--- src/rtl/rf_access_ctrl_pkg.sv ---
// Shared types and constants for the register-file access controller.
// State encoding is fixed so that a waveform shows the same codes as the RF documentation.
package rf_ctrl_pkg;

    localparam int unsigned ADDR_W = 4;
    localparam int unsigned DATA_W = 32;
    localparam int unsigned HALF_W = DATA_W / 2;

    localparam logic [1:0] WB_MODE_LO   = 2'b00;
    localparam logic [1:0] WB_MODE_HI   = 2'b01;
    localparam logic [1:0] WB_MODE_FULL = 2'b10;

    typedef enum logic [1:0] {
        StIdle     = 2'd0,
        StWHi      = 2'd1,
        StWRefetch = 2'd2,
        StWLo      = 2'd3
    } state_e;

endpackage

--- src/rtl/rf_access_ctrl_if.sv ---
// Writeback, operand-read and RF-side signals of the access controller.
// The master side issues requests; the slave side is the controller itself.
interface rf_access_ctrl_if;
    import rf_ctrl_pkg::*;

    logic              wb_valid;
    logic              wb_ready;
    logic [1:0]        wb_mode;
    logic [ADDR_W-1:0] wb_addr;
    logic [DATA_W-1:0] wb_data;
    logic              wb_done;

    logic              rd_valid;
    logic              rd_ready;
    logic [ADDR_W-1:0] rd_addr1;
    logic [ADDR_W-1:0] rd_addr2;
    logic              rd_done;

    logic              busy;
    logic              rf_we;
    logic              rf_hl;
    logic [ADDR_W-1:0] rf_port1;
    logic [ADDR_W-1:0] rf_port2;
    logic [ADDR_W-1:0] rf_write_reg;
    logic [DATA_W-1:0] rf_data_in;

    modport master (
        output wb_valid, wb_mode, wb_addr, wb_data, rd_valid, rd_addr1, rd_addr2,
        input  wb_ready, wb_done, rd_ready, rd_done, busy,
        input  rf_we, rf_hl, rf_port1, rf_port2, rf_write_reg, rf_data_in
    );

    modport slave (
        input  wb_valid, wb_mode, wb_addr, wb_data, rd_valid, rd_addr1, rd_addr2,
        output wb_ready, wb_done, rd_ready, rd_done, busy,
        output rf_we, rf_hl, rf_port1, rf_port2, rf_write_reg, rf_data_in
    );

endinterface

--- src/rtl/rf_access_ctrl.sv ---
// Sequences half/full-word writebacks into the 16x32 RF and lets operand reads
// ride on every cycle in which the RF is not writing.
module rf_access_ctrl
    import rf_ctrl_pkg::*;
(
    input logic             clk,
    input logic             reset,
    rf_access_ctrl_if.slave bus
);

    state_e            state_q;
    logic [ADDR_W-1:0] tgt_addr_q;
    logic [DATA_W-1:0] tgt_data_q;
    logic [1:0]        tgt_mode_q;
    logic              wb_done_q;
    logic              rd_done_q;

    logic              in_write;
    logic              hazard;
    logic              wb_ready;
    logic              rd_ready;
    logic              rf_we;
    logic              busy;
    logic              rf_hl;
    logic [DATA_W-1:0] rf_data_in;
    logic [ADDR_W-1:0] rf_write_reg;
    logic [ADDR_W-1:0] rf_port1;
    logic [ADDR_W-1:0] rf_port2;

    always_comb begin
        in_write = (state_q == StWHi) || (state_q == StWLo);
        // Reading the target mid-sequence could return {new_hi, old_lo}
        hazard   = (state_q != StIdle) &&
                   ((bus.rd_addr1 == tgt_addr_q) || (bus.rd_addr2 == tgt_addr_q));
        rf_we    = reset && in_write;
        busy     = reset && (state_q != StIdle);
        wb_ready = reset && (state_q == StIdle) && bus.wb_valid;
        rd_ready = reset && bus.rd_valid && !rf_we && !hazard;
        rf_hl    = rf_we && (state_q == StWHi);
        rf_data_in = rf_we ? tgt_data_q : '0;
        // In IDLE the write_reg port prefetches the incoming target's old word
        rf_write_reg = (state_q == StIdle) ? bus.wb_addr : tgt_addr_q;
        rf_port1 = rf_we ? '0 : bus.rd_addr1;
        rf_port2 = rf_we ? '0 : bus.rd_addr2;
    end

    always_ff @(posedge clk) begin
        if (!reset) begin
            state_q    <= StIdle;
            tgt_addr_q <= '0;
            tgt_data_q <= '0;
            tgt_mode_q <= '0;
            wb_done_q  <= 1'b0;
            rd_done_q  <= 1'b0;
        end else begin
            rd_done_q <= rd_ready;
            wb_done_q <= 1'b0;
            unique case (state_q)
                StIdle: begin
                    if (wb_ready) begin
                        tgt_addr_q <= bus.wb_addr;
                        tgt_data_q <= bus.wb_data;
                        tgt_mode_q <= bus.wb_mode;
                        state_q    <= (bus.wb_mode == WB_MODE_LO) ? StWLo : StWHi;
                    end
                end
                StWHi: begin
                    // Mode 11 behaves as FULL: anything but HI continues to the low half
                    state_q   <= (tgt_mode_q == WB_MODE_HI) ? StIdle : StWRefetch;
                    wb_done_q <= (tgt_mode_q == WB_MODE_HI);
                end
                StWRefetch: begin
                    state_q <= StWLo;
                end
                StWLo: begin
                    state_q   <= StIdle;
                    wb_done_q <= 1'b1;
                end
                default: begin
                    state_q <= StIdle;
                end
            endcase
        end
    end

    assign bus.wb_ready     = wb_ready;
    assign bus.wb_done      = wb_done_q;
    assign bus.rd_ready     = rd_ready;
    assign bus.rd_done      = rd_done_q;
    assign bus.busy         = busy;
    assign bus.rf_we        = rf_we;
    assign bus.rf_hl        = rf_hl;
    assign bus.rf_port1     = rf_port1;
    assign bus.rf_port2     = rf_port2;
    assign bus.rf_write_reg = rf_write_reg;
    assign bus.rf_data_in   = rf_data_in;

endmodule
--- src/flat_wrapper.sv ---
// flat-port wrapper written by rule: the top's interface ports become plain ports
module rf_access_ctrl_flat import rf_ctrl_pkg::*;
  (clk, reset, bus_wb_valid, bus_wb_mode, bus_wb_addr, bus_wb_data, bus_rd_valid, bus_rd_addr1, bus_rd_addr2, bus_wb_ready, bus_wb_done, bus_rd_ready, bus_rd_done, bus_busy, bus_rf_we, bus_rf_hl, bus_rf_port1, bus_rf_port2, bus_rf_write_reg, bus_rf_data_in);
  rf_access_ctrl_if bus_i ();
  input logic clk;
  input logic reset;
  input wire logic [$bits(bus_i.wb_valid)-1:0] bus_wb_valid;
  input wire logic [$bits(bus_i.wb_mode)-1:0] bus_wb_mode;
  input wire logic [$bits(bus_i.wb_addr)-1:0] bus_wb_addr;
  input wire logic [$bits(bus_i.wb_data)-1:0] bus_wb_data;
  input wire logic [$bits(bus_i.rd_valid)-1:0] bus_rd_valid;
  input wire logic [$bits(bus_i.rd_addr1)-1:0] bus_rd_addr1;
  input wire logic [$bits(bus_i.rd_addr2)-1:0] bus_rd_addr2;
  output wire logic [$bits(bus_i.wb_ready)-1:0] bus_wb_ready;
  output wire logic [$bits(bus_i.wb_done)-1:0] bus_wb_done;
  output wire logic [$bits(bus_i.rd_ready)-1:0] bus_rd_ready;
  output wire logic [$bits(bus_i.rd_done)-1:0] bus_rd_done;
  output wire logic [$bits(bus_i.busy)-1:0] bus_busy;
  output wire logic [$bits(bus_i.rf_we)-1:0] bus_rf_we;
  output wire logic [$bits(bus_i.rf_hl)-1:0] bus_rf_hl;
  output wire logic [$bits(bus_i.rf_port1)-1:0] bus_rf_port1;
  output wire logic [$bits(bus_i.rf_port2)-1:0] bus_rf_port2;
  output wire logic [$bits(bus_i.rf_write_reg)-1:0] bus_rf_write_reg;
  output wire logic [$bits(bus_i.rf_data_in)-1:0] bus_rf_data_in;
  assign bus_i.wb_valid = bus_wb_valid;
  assign bus_i.wb_mode = bus_wb_mode;
  assign bus_i.wb_addr = bus_wb_addr;
  assign bus_i.wb_data = bus_wb_data;
  assign bus_i.rd_valid = bus_rd_valid;
  assign bus_i.rd_addr1 = bus_rd_addr1;
  assign bus_i.rd_addr2 = bus_rd_addr2;
  assign bus_wb_ready = bus_i.wb_ready;
  assign bus_wb_done = bus_i.wb_done;
  assign bus_rd_ready = bus_i.rd_ready;
  assign bus_rd_done = bus_i.rd_done;
  assign bus_busy = bus_i.busy;
  assign bus_rf_we = bus_i.rf_we;
  assign bus_rf_hl = bus_i.rf_hl;
  assign bus_rf_port1 = bus_i.rf_port1;
  assign bus_rf_port2 = bus_i.rf_port2;
  assign bus_rf_write_reg = bus_i.rf_write_reg;
  assign bus_rf_data_in = bus_i.rf_data_in;
  rf_access_ctrl u_core (.clk(clk), .reset(reset), .bus(bus_i));
endmodule
--- config.mk ---
export PLATFORM = sky130hd
export DESIGN_NAME = rf_access_ctrl_flat
export DESIGN_NICKNAME = d
export VERILOG_FILES = /design/src/rtl/rf_access_ctrl_pkg.sv /design/src/rtl/rf_access_ctrl_if.sv /design/src/rtl/rf_access_ctrl.sv /design/src/flat_wrapper.sv
export SDC_FILE = /design/constraint.sdc
export NUM_CORES = 1
export LEC_CHECK = 0
export BUFFER_PORTS_ARGS = -buffer_cell sky130_fd_sc_hd__buf_2
export CORE_MARGIN = 5
export CORE_UTILIZATION = 40
export CTS_CLUSTER_DIAMETER = 30
export CTS_CLUSTER_SIZE = 30
export DETAILED_ROUTE_END_ITERATION = 8
export GPL_ROUTABILITY_DRIVEN = 0
export HOLD_SLACK_MARGIN = 0.06
export PLACE_DENSITY = 0.74
export RECOVER_POWER = 50
export SLEW_MARGIN = 10
export SYNTH_ARGS = -nofsm -noshare
export SYNTH_HDL_FRONTEND = slang
export SYNTH_SLANG_ARGS = --single-unit
--- constraint.sdc ---
create_clock -name clk -period 1.19 [get_ports clk]
set_input_delay 0.119 -clock clk [delete_from_list [all_inputs] [get_ports clk]]
set_output_delay 0.119 -clock clk [all_outputs]
set_load 0.01 [all_outputs]
==> results of run 1 <==
## metrics by stage
stage | setup WS, ns | util, % | cell area [µm²]
2_1_floorplan | 0.0183 | - | 1940
3_5_place_dp | -0.0553 | 52.9 | 2500
5_1_grt | -0.549 | 95.0 | 4490
6_report | -0.453 | 95.0 | 4490
4_1_cts | -0.319 | 88.6 | 4180
3_3_place_gp | -0.00371 | 52.9 | 2500
## kinds of logic (layout without fill, tap and decap cells)
| logic type | Yosys count | count (layout) | share of synthesized area (%) |
|---|---|---|---|
| xor+xnor | 8 | 8 | 3.61 |
| mux | 4 | 4 | 2.32 |
| other cells | 0 | 1 | 0 |
| simple gates | 129 | 130 | 32.0 |
| compound gates | 42 | 42 | 11.0 |
| buf+inv | 23 | 195 | 7.74 |
| flops | 42 | 42 | 43.4 |
## final timing paths
kind	end
worst min register to register	u_core.tgt_data_q[21]
worst max-delay path	bus_rd_ready
worst max register to register	u_core.tgt_data_q[26]
worst min-delay path	u_core.tgt_addr_q[2]
## synth_stat cells, drive strengths merged
master | count | share of area (%)
a21o | 1 | 0.39
a21oi | 3 | 0.77
and2 | 9 | 2.9
and3 | 33 | 11
buf | 7 | 4.5
clkbuf | 14 | 2.9
dfxtp | 42 | 43
inv | 2 | 0.39
mux2 | 4 | 2.3
nand2 | 77 | 15
nand4 | 2 | 0.65
nor2 | 4 | 1.2
nor2b | 1 | 0.32
nor3b | 1 | 0.39
nor4bb | 2 | 1.0
o21ai | 38 | 9.8
xnor2 | 8 | 3.6
## routing by layer
layer,up-vias,wire [µm]
met5,-,0
li1,1179,-
met2,182,5710
met3,58,694
met1,1338,4000
met4,0,557
## power groups by stage
stage | Combinational (µW) | Clock (µW) | Sequential (µW)
6_report | 1600 | 946 | 1640
5_1_grt | 1680 | 1020 | 1640
4_1_cts | 1380 | 927 | 1610
3_5_place_dp | 627 | 0 | 1630
3_3_place_gp | 616 | 0 | 1620
2_1_floorplan | 386 | 0 | 1610
## area by class of cell
cell class | count | area [µm²]
antenna | 1 | 2.50
clock buffer | 6 | 82.6
fill | 124 | 235
inverter | 2 | 10.0
multi-input combinational | 184 | 1510
sequential | 42 | 856
tap | 67 | 83.8
timing repair buffer | 187 | 1940
## state kept, by name, indices dropped and copies added, names as in the netlist
signal,flops
u_core.tgt_data_q,32
u_core.tgt_mode_q,2
u_core.state_q,2
u_core.bus.rd_done,1
u_core.tgt_addr_q,4
u_core.bus.wb_done,1
## cell usage in the layout (no fill, tap or decap), types with 3 or more instances in the layout
cell type,synthesis,routed
nand2_4,0,21
dfxtp_4,0,3
and2_4,0,9
and3_4,0,33
nand2_1,77,42
nand2_2,0,14
xnor2_1,8,7
mux2_4,0,4
buf_12,3,13
clkbuf_8,0,6
buf_4,0,9
dfxtp_2,0,3
o21ai_1,20,9
o21ai_2,0,29
buf_2,3,51
buf_6,1,62
dlygate4sd3_1,0,36
dfxtp_1,42,36
buf_8,0,7
buf_16,0,6
## timing repair
item / in CTS / in global routing
endpoints found under the hold margin: 36 / 0
endpoints found under the setup margin: 86 / 89
buffers inserted: 26 / 10
pin swaps: 56 / 26
hold buffers: 36 / 0
resized for setup: 157 / 113
cloned: 15 / 1
## critical path, delay by kind of cell (launching register included)
family,cells,cell delay [ns]
flops,1,0.37
buf+inv,1,0.18
xor+xnor,1,0.17
simple gates,2,0.43
compound gates,1,0.08
==> flow_summary.toml, run 1 <==
[clock_tree]
insertion_delay_ns = 0.29
tritoncts = "done"
clkTransAtPathRegs_ns = 0.09
cts_buffer_depth = 2
h-tree-depth = 2
clockRootBuffer = "clkbuf_8"
cts_buffers = 5
clock_sinks = 42

[timing]
rsz0062_at_grt = "true"
slew_violations = 0
slew_headroom_pct = 76.5
tightest_slew_ns = 0.353
tns_ns = -21.54
hold_viol = 0
fin_skew_ns = 0.0146
clock.fmax_ghz = 0.608
timing.final.crit_share_pct = 138
whs_ns = 0.0789
fin_ws_ns = -0.453
finalSetupViolations = 90
period_needed_ns = 1.64

[power_and_ir_drop]
vdd_ir_drop_max_v = 0.000900
total_power_uw = 4190
pwr-share-seq_pct = 39.1
intPower_uw = 2880
leakagePower_uw = 0.00206
powerDensity_nw_per_um2 = 933
switchingPower_uw = 1310
clockPowerShare_pct = 22.6
p_comb_share_pct = 38.3
p_sw_share_pct = 31.2

[worst_setup_path]
max_stage_delay_ns = 0.37
cp.arrival_ns = 1.52
critPathKind = "flip-flop to output port"
r2r_start = "u_core.state_q[1]"
crit_path_end_kind = "output port"
r2r_slack_ns = -0.40
required_ns = 1.07
crit_chain = "xnor2_1 -> nand4_1 -> a21oi_2 -> nor4bb_1 -> buf_2"
crit_path_start_kind = "flip-flop"
cp-startpoint = "u_core.tgt_addr_q[3]"
cp_max_fo = 4
worst_r2r_path_depth = 9
cp_slowest_cell = "dfxtp_2"

[detailed_routing]
drt-initial-drc-count = 236
vias = 2757
viasPerCell = 5.64
drc_errors = 0
wl_per_cell_um = 22.4
postRouteAntennaNets = 0
first_pass_iters = 5
wirelength_mm = 11.0

[floorplanning]
pin_count = 101
dieArea_um2 = 6340
start_util_pct = 41.1
placementRows = 25
fp.coreArea_um2 = 4720
die_h_um = 79.6
die_width_um = 79.6

[hold_path]
worstHoldStart = "bus_wb_addr[2]"
worstHoldPathCells = 3
hp-class = "input pin to flip-flop"

[finish]
final_cell_count_no_fill = 489
area_growth_pct = 131
layout-drive-gt1-share_pct = 66.5
nets = 472

[synth]
syn_inst = 248
synth_area_um2 = 1940
avgSynthCellArea_um2 = 7.82
yosysSeqAreaShare_pct = 43.4
synth_warnings = 0
syn_nets = 298
ys_ff_latch = 42
synth_cell_types = 22

[grt]
met3_usage_pct = 6.09
grt_pass1_wl_mm = 14.1
gr-total-overflow = 0
met2_usage_pct = 54.3
grt_use_total_pct = 28.9
grt_most_used_layer = "met2"
grt_max_degree = 37
met1_usage_pct = 31.2
grt_pass1_vias = 2748
antenna_found_initial = 0

[placement]
hpwl_mm = 3.76
port-buffer-count = 100
dpl.cell_count = 406

[flow_run]
max_cap_violations = 0

[outcome]
status = "complete, but fails checks"
violations = "negative setup slack"
Note: power is estimated with default switching activity, not from simulation.
==> run 2: changes to the inputs <==
ABC_CLOCK_PERIOD_IN_PS = 1350   (was default)
BUFFER_PORTS_ARGS = default   (was -buffer_cell sky130_fd_sc_hd__buf_2)
CORE_UTILIZATION = 56   (was 40)
DONT_BUFFER_PORTS = 1   (was default)
PLACE_DENSITY = 0.73   (was 0.74)
clock period = 1.35 ns   (was 1.19 ns; I/O delays follow)
==> flow_summary.toml, run 2 (synthesis gave the netlist of run 1 again) <==
[timing]
clock.fmax_ghz = 0.582
fin_ws_ns = -0.368
slew_violations = 0
fin_skew_ns = 0.00880
rsz0062_at_grt = "true"
hold_viol = 0
finalSetupViolations = 78
tightest_slew_ns = 0.293
period_needed_ns = 1.72
slew_headroom_pct = 80.2
timing.final.crit_share_pct = 127

[floorplanning]
fp.coreArea_um2 = 3340
die_width_um = 68.9
die_h_um = 68.9
placementRows = 21
pin_count = 101
start_util_pct = 58.1
dieArea_um2 = 4740

[worst_setup_path]
crit_buf_inv = 1
cp_max_fo = 3
crit_path_end_kind = "output port"
cp_top_family = "simple AND/OR/NAND/NOR gates"
required_ns = 1.22
cp.arrival_ns = 1.58
cp_slowest_cell = "dfxtp_2"
max_stage_delay_ns = 0.36
critPathKind = "flip-flop to output port"
crit_path_start_kind = "flip-flop"
crit_chain = "xnor2_1 -> nand4_1 -> a21oi_2 -> nor4bb_1 -> buf_4"

[finish]
layout-drive-gt1-share_pct = 25.7
most-common-layout-cells = "nand2_1 (76), dlygate4sd3_1 (41), dfxtp_1 (36)"
top_regs = "u_core.tgt_data_q: 32 flops, u_core.tgt_addr_q: 4 flops"
largest_register = "u_core.tgt_data_q"
num_antenna_cells = 0
nets = 349
largest_register_ffs = 32
layout_commonest_cell = "nand2_1"
final_area_um2 = 2850
area_growth_pct = 47.0

[grt]
grt_use_total_pct = 23.0
grt_pass1_wl_mm = 8.00
grt_pass1_vias = 1731
gr-total-overflow = 0
antenna_found_initial = 0
grt_max_degree = 41

[detailed_routing]
vias = 1922
first_pass_iters = 4
postRouteAntennaNets = 0
drt-initial-drc-count = 143
wl_per_cell_um = 19.1
wirelength_mm = 6.61
drc_errors = 0
viasPerCell = 5.55

[placement]
dp_slack_ns = 0.100
hpwl_mm = 3.03
post_dp_cell_area_um2 = 1960
port-buffer-count = 0

[clock_tree]
cts_buffers = 5
clock_sinks = 42
h-tree-depth = 2
cts_buffer_depth = 2
clockRootBuffer = "clkbuf_4"
insertion_delay_ns = 0.36
clkTransAtPathRegs_ns = 0.12
tritoncts = "done"

[hold_path]
hp-class = "input pin to flip-flop"

[power_and_ir_drop]
powerDensity_nw_per_um2 = 987
vdd_ir_drop_max_v = 0.000791
leakagePower_uw = 0.00115
total_power_uw = 2810

[flow_run]
max_cap_violations = 0

[outcome]
violations = "negative setup slack"
status = "complete, but fails checks"
==> run 2: changes by cell type in the layout (fill, tap and decap cells not counted), sizes merged <==
cell and change:
buf -127, clkinv +1, diode -1, dlygate4sd3 +5
==> run 2: worst paths after layout <==
check                                     startpoint                     to  slack, ns  depth (start not counted)
worst min-delay path                           reset  u_core.tgt_data_q[18]       0.11                          3
worst max-delay path            u_core.tgt_addr_q[3]           bus_rd_ready      -0.37                          5
worst min register to register  u_core.tgt_data_q[9]   u_core.tgt_data_q[9]       0.45                          2
worst max register to register     u_core.state_q[0]   u_core.tgt_data_q[0]      -0.13                          6
==> run 2: what timing repair did <==
action	in CTS	in global routing
setup buffers	3	6
hold buffers	41	1
endpoints found under the setup margin	49	34
endpoints found under the hold margin	41	1
cloned	0	4
gates resized for setup	22	43
pin swaps	3	16
==> run 2: worst min-delay path: cells and delay by family <==
family / cells / cell delay [ns]
AOI/OAI and AO/OA: 1 / 0.05
buffers and inverters: 1 / 0.16
and+or+nand+nor: 1 / 0.08
==> run 2: per-layer routing <==
layer  vias to the layer above  wire [µm]  share of wire, %  GRT usage, %
met5                         -          0                 0             0
met4                         0        155               2.3          8.27
met3                        11        623               9.4          8.75
met2                        95       3390                51          41.0
met1                       894       2440                37          24.7
li1                        922          -                 -             -
==> run 2: stage by stage <==
step / hold WS, ns / setup TNS, ns / cells / util (%)
2_1_floorplan: 0.244 / 0 / 248 / -
3_3_place_gp: 0.245 / 0 / 283 / 58.6
3_5_place_dp: 0.253 / 0 / 283 / 58.6
4_1_cts: 0.0827 / -0.925 / 335 / 75.8
5_1_grt: 0.0896 / -12.17 / 346 / 85.4
6_report: 0.106 / -7.25 / 346 / 85.4
==> run 2: power by group <==
part | internal (µW) | switching (µW)
logic | 391 | 338
clock network | 253 | 408
registers | 1350 | 72.0
total | 1990 | 818
==> run 2: area by class of cell <==
| class | count | area (µm²) |
|---|---|---|
| clock buffer | 7 | 55.1 |
| clock inverter | 1 | 5.00 |
| fill | 188 | 487 |
| inverter | 2 | 7.51 |
| multi-input combinational | 184 | 1150 |
| sequential | 42 | 851 |
| tap | 46 | 57.6 |
| timing repair buffer | 64 | 723 |
==> run 3: changes to the inputs <==
HOLD_SLACK_MARGIN = default   (was 0.06)
MAX_ROUTING_LAYER = met4   (was default)
SLEW_MARGIN = 20   (was 10)
==> flow_summary.toml, run 3 (synthesis gave the netlist of run 1 again) <==
[worst_setup_path]
required_ns = 1.22
max_stage_delay_ns = 0.37
cp_top_family = "simple AND/OR/NAND/NOR gates"
cp_max_fo = 3
cp.arrival_ns = 1.61
r2r_slack_ns = -0.12
crit_buf_inv = 1
crit_path_end_kind = "output port"
crit_chain = "xnor2_2 -> nand4_1 -> a21oi_2 -> nor4bb_1 -> buf_4"
r2r_start = "u_core.state_q[0]"
reg2reg_to = "u_core.tgt_addr_q[1]"
crit_path_start_kind = "flip-flop"
critPathKind = "flip-flop to output port"
worst_r2r_path_depth = 6
cp_slowest_cell = "dfxtp_2"

[flow_run]
max_cap_violations = 0

[timing]
fin_ws_ns = -0.396
tightest_slew_ns = 0.296
hold_viol = 0
period_needed_ns = 1.75
rsz0062_at_grt = "true"
slew_violations = 0
finalSetupViolations = 49
clock.fmax_ghz = 0.573
timing.final.crit_share_pct = 129
fin_skew_ns = 0.00907
slew_headroom_pct = 80.0
tns_ns = -5.06

[clock_tree]
insertion_delay_ns = 0.36
clkTransAtPathRegs_ns = 0.12
clockRootBuffer = "clkbuf_4"
clock_sinks = 42
h-tree-depth = 2
cts_buffer_depth = 2
cts_buffers = 5
tritoncts = "done"

[outcome]
status = "complete, but fails checks"
violations = "negative setup slack"

[finish]
nets = 346
final_cell_count_no_fill = 343
final_area_um2 = 2800
largest_register_ffs = 32
layout-drive-gt1-share_pct = 25.3
most-common-layout-cells = "nand2_1 (76), dlygate4sd3_1 (40), dfxtp_1 (36)"
layout_commonest_cell = "nand2_1"
fin_util_pct = 83.8
top_regs = "u_core.tgt_data_q: 32 flops, u_core.tgt_addr_q: 4 flops"
area_growth_pct = 44.2
num_antenna_cells = 0
largest_register = "u_core.tgt_data_q"

[grt]
gr-total-overflow = 0
met1_usage_pct = 25.0
grt_max_degree = 41
met2_usage_pct = 41.1
grt_use_total_pct = 23.5
met3_usage_pct = 5.67
grt_pass1_wl_mm = 7.98
antenna_found_initial = 0
grt_pass1_vias = 1737
grt_most_used_layer = "met2"

[floorplanning]
die_width_um = 68.9
die_h_um = 68.9
pin_count = 101
fp.coreArea_um2 = 3340
dieArea_um2 = 4740
start_util_pct = 58.1
placementRows = 21

[detailed_routing]
first_pass_iters = 4
postRouteAntennaNets = 0
wl_per_cell_um = 19.2
vias = 1938
drc_errors = 0
viasPerCell = 5.65
drt-initial-drc-count = 113
wirelength_mm = 6.60

[placement]
dpl.cell_count = 283
dp_slack_ns = 0.100
hpwl_mm = 3.03
port-buffer-count = 0
post_dp_cell_area_um2 = 1960

[power_and_ir_drop]
vdd_ir_drop_max_v = 0.000785
powerDensity_nw_per_um2 = 995
leakagePower_uw = 0.00113

[hold_path]
hp-class = "input pin to flip-flop"
worstHoldPathCells = 3
worstHoldStart = "bus_wb_mode[0]"
hold_path_end = "u_core.state_q[1]"
==> run 3: cell types whose count changed in the layout (fill, tap and decap cells not counted) <==
| cell | change |
|---|---|
| buf_4 | +2 |
| buf_6 | -3 |
| clkbuf_16 | -1 |
| dlygate4sd3_1 | -1 |
==> run 3: worst min-delay path: stages <==
cell and delay, ns:
nor2_1 0.02, a21oi_1 0.13, a21oi_1 0.05
==> run 3: area by class of cell <==
type / instances / area, µm²
sequential: 42 / 851
fill: 189 / 541
clock inverter: 1 / 5.00
multi-input combinational: 184 / 1150
clock buffer: 7 / 55.1
tap: 46 / 57.6
inverter: 2 / 7.51
timing repair buffer: 61 / 669
==> run 3: report_power, final <==
group          internal [µW]  switching (µW)  total, µW
clock network            253             404        657
registers               1350            74.5       1430
logic                    369             330        699
total                   1970             808       2780
==> run 3: layer usage <==
layer,routed length [µm],share of wire [%]
met1,2420,37
met4,240,3.6
met3,594,9.0
met5,0,0
met2,3340,51
==> run 3: through the flow <==
step / hold slack [ns] / total power (µW)
5_1_grt: 0.0293 / 2910
2_1_floorplan: 0.244 / 1760
6_report: 0.00935 / 2780
3_5_place_dp: 0.253 / 1820
3_3_place_gp: 0.245 / 1800
4_1_cts: 0.00379 / 2620
==> run 3: worst max-delay path by stage <==
stage | startpoint | end | slack (ns) | cells past startpoint
2_1_floorplan | u_core.state_q[1] | u_core.tgt_data_q[16] | 0.12 | 7
3_3_place_gp | u_core.state_q[0] | bus_rf_hl | 0.16 | 3
3_5_place_dp | u_core.tgt_addr_q[3] | bus_rd_ready | 0.10 | 5
4_1_cts | u_core.tgt_addr_q[0] | bus_rd_ready | -0.28 | 5
5_1_grt | u_core.tgt_addr_q[3] | bus_rd_ready | -0.48 | 5
6_report | u_core.tgt_addr_q[0] | bus_rd_ready | -0.40 | 5
==> run 3: repair_timing <==
action / 4_1_cts / 5_1_grt
resized for setup: 22 / 40
hold endpoints to repair: 40 / 0
setup endpoints to repair: 49 / 34
pin swaps: 3 / 15
hold buffers: 41 / 0
buffers inserted: 3 / 5
cloned: 0 / 3
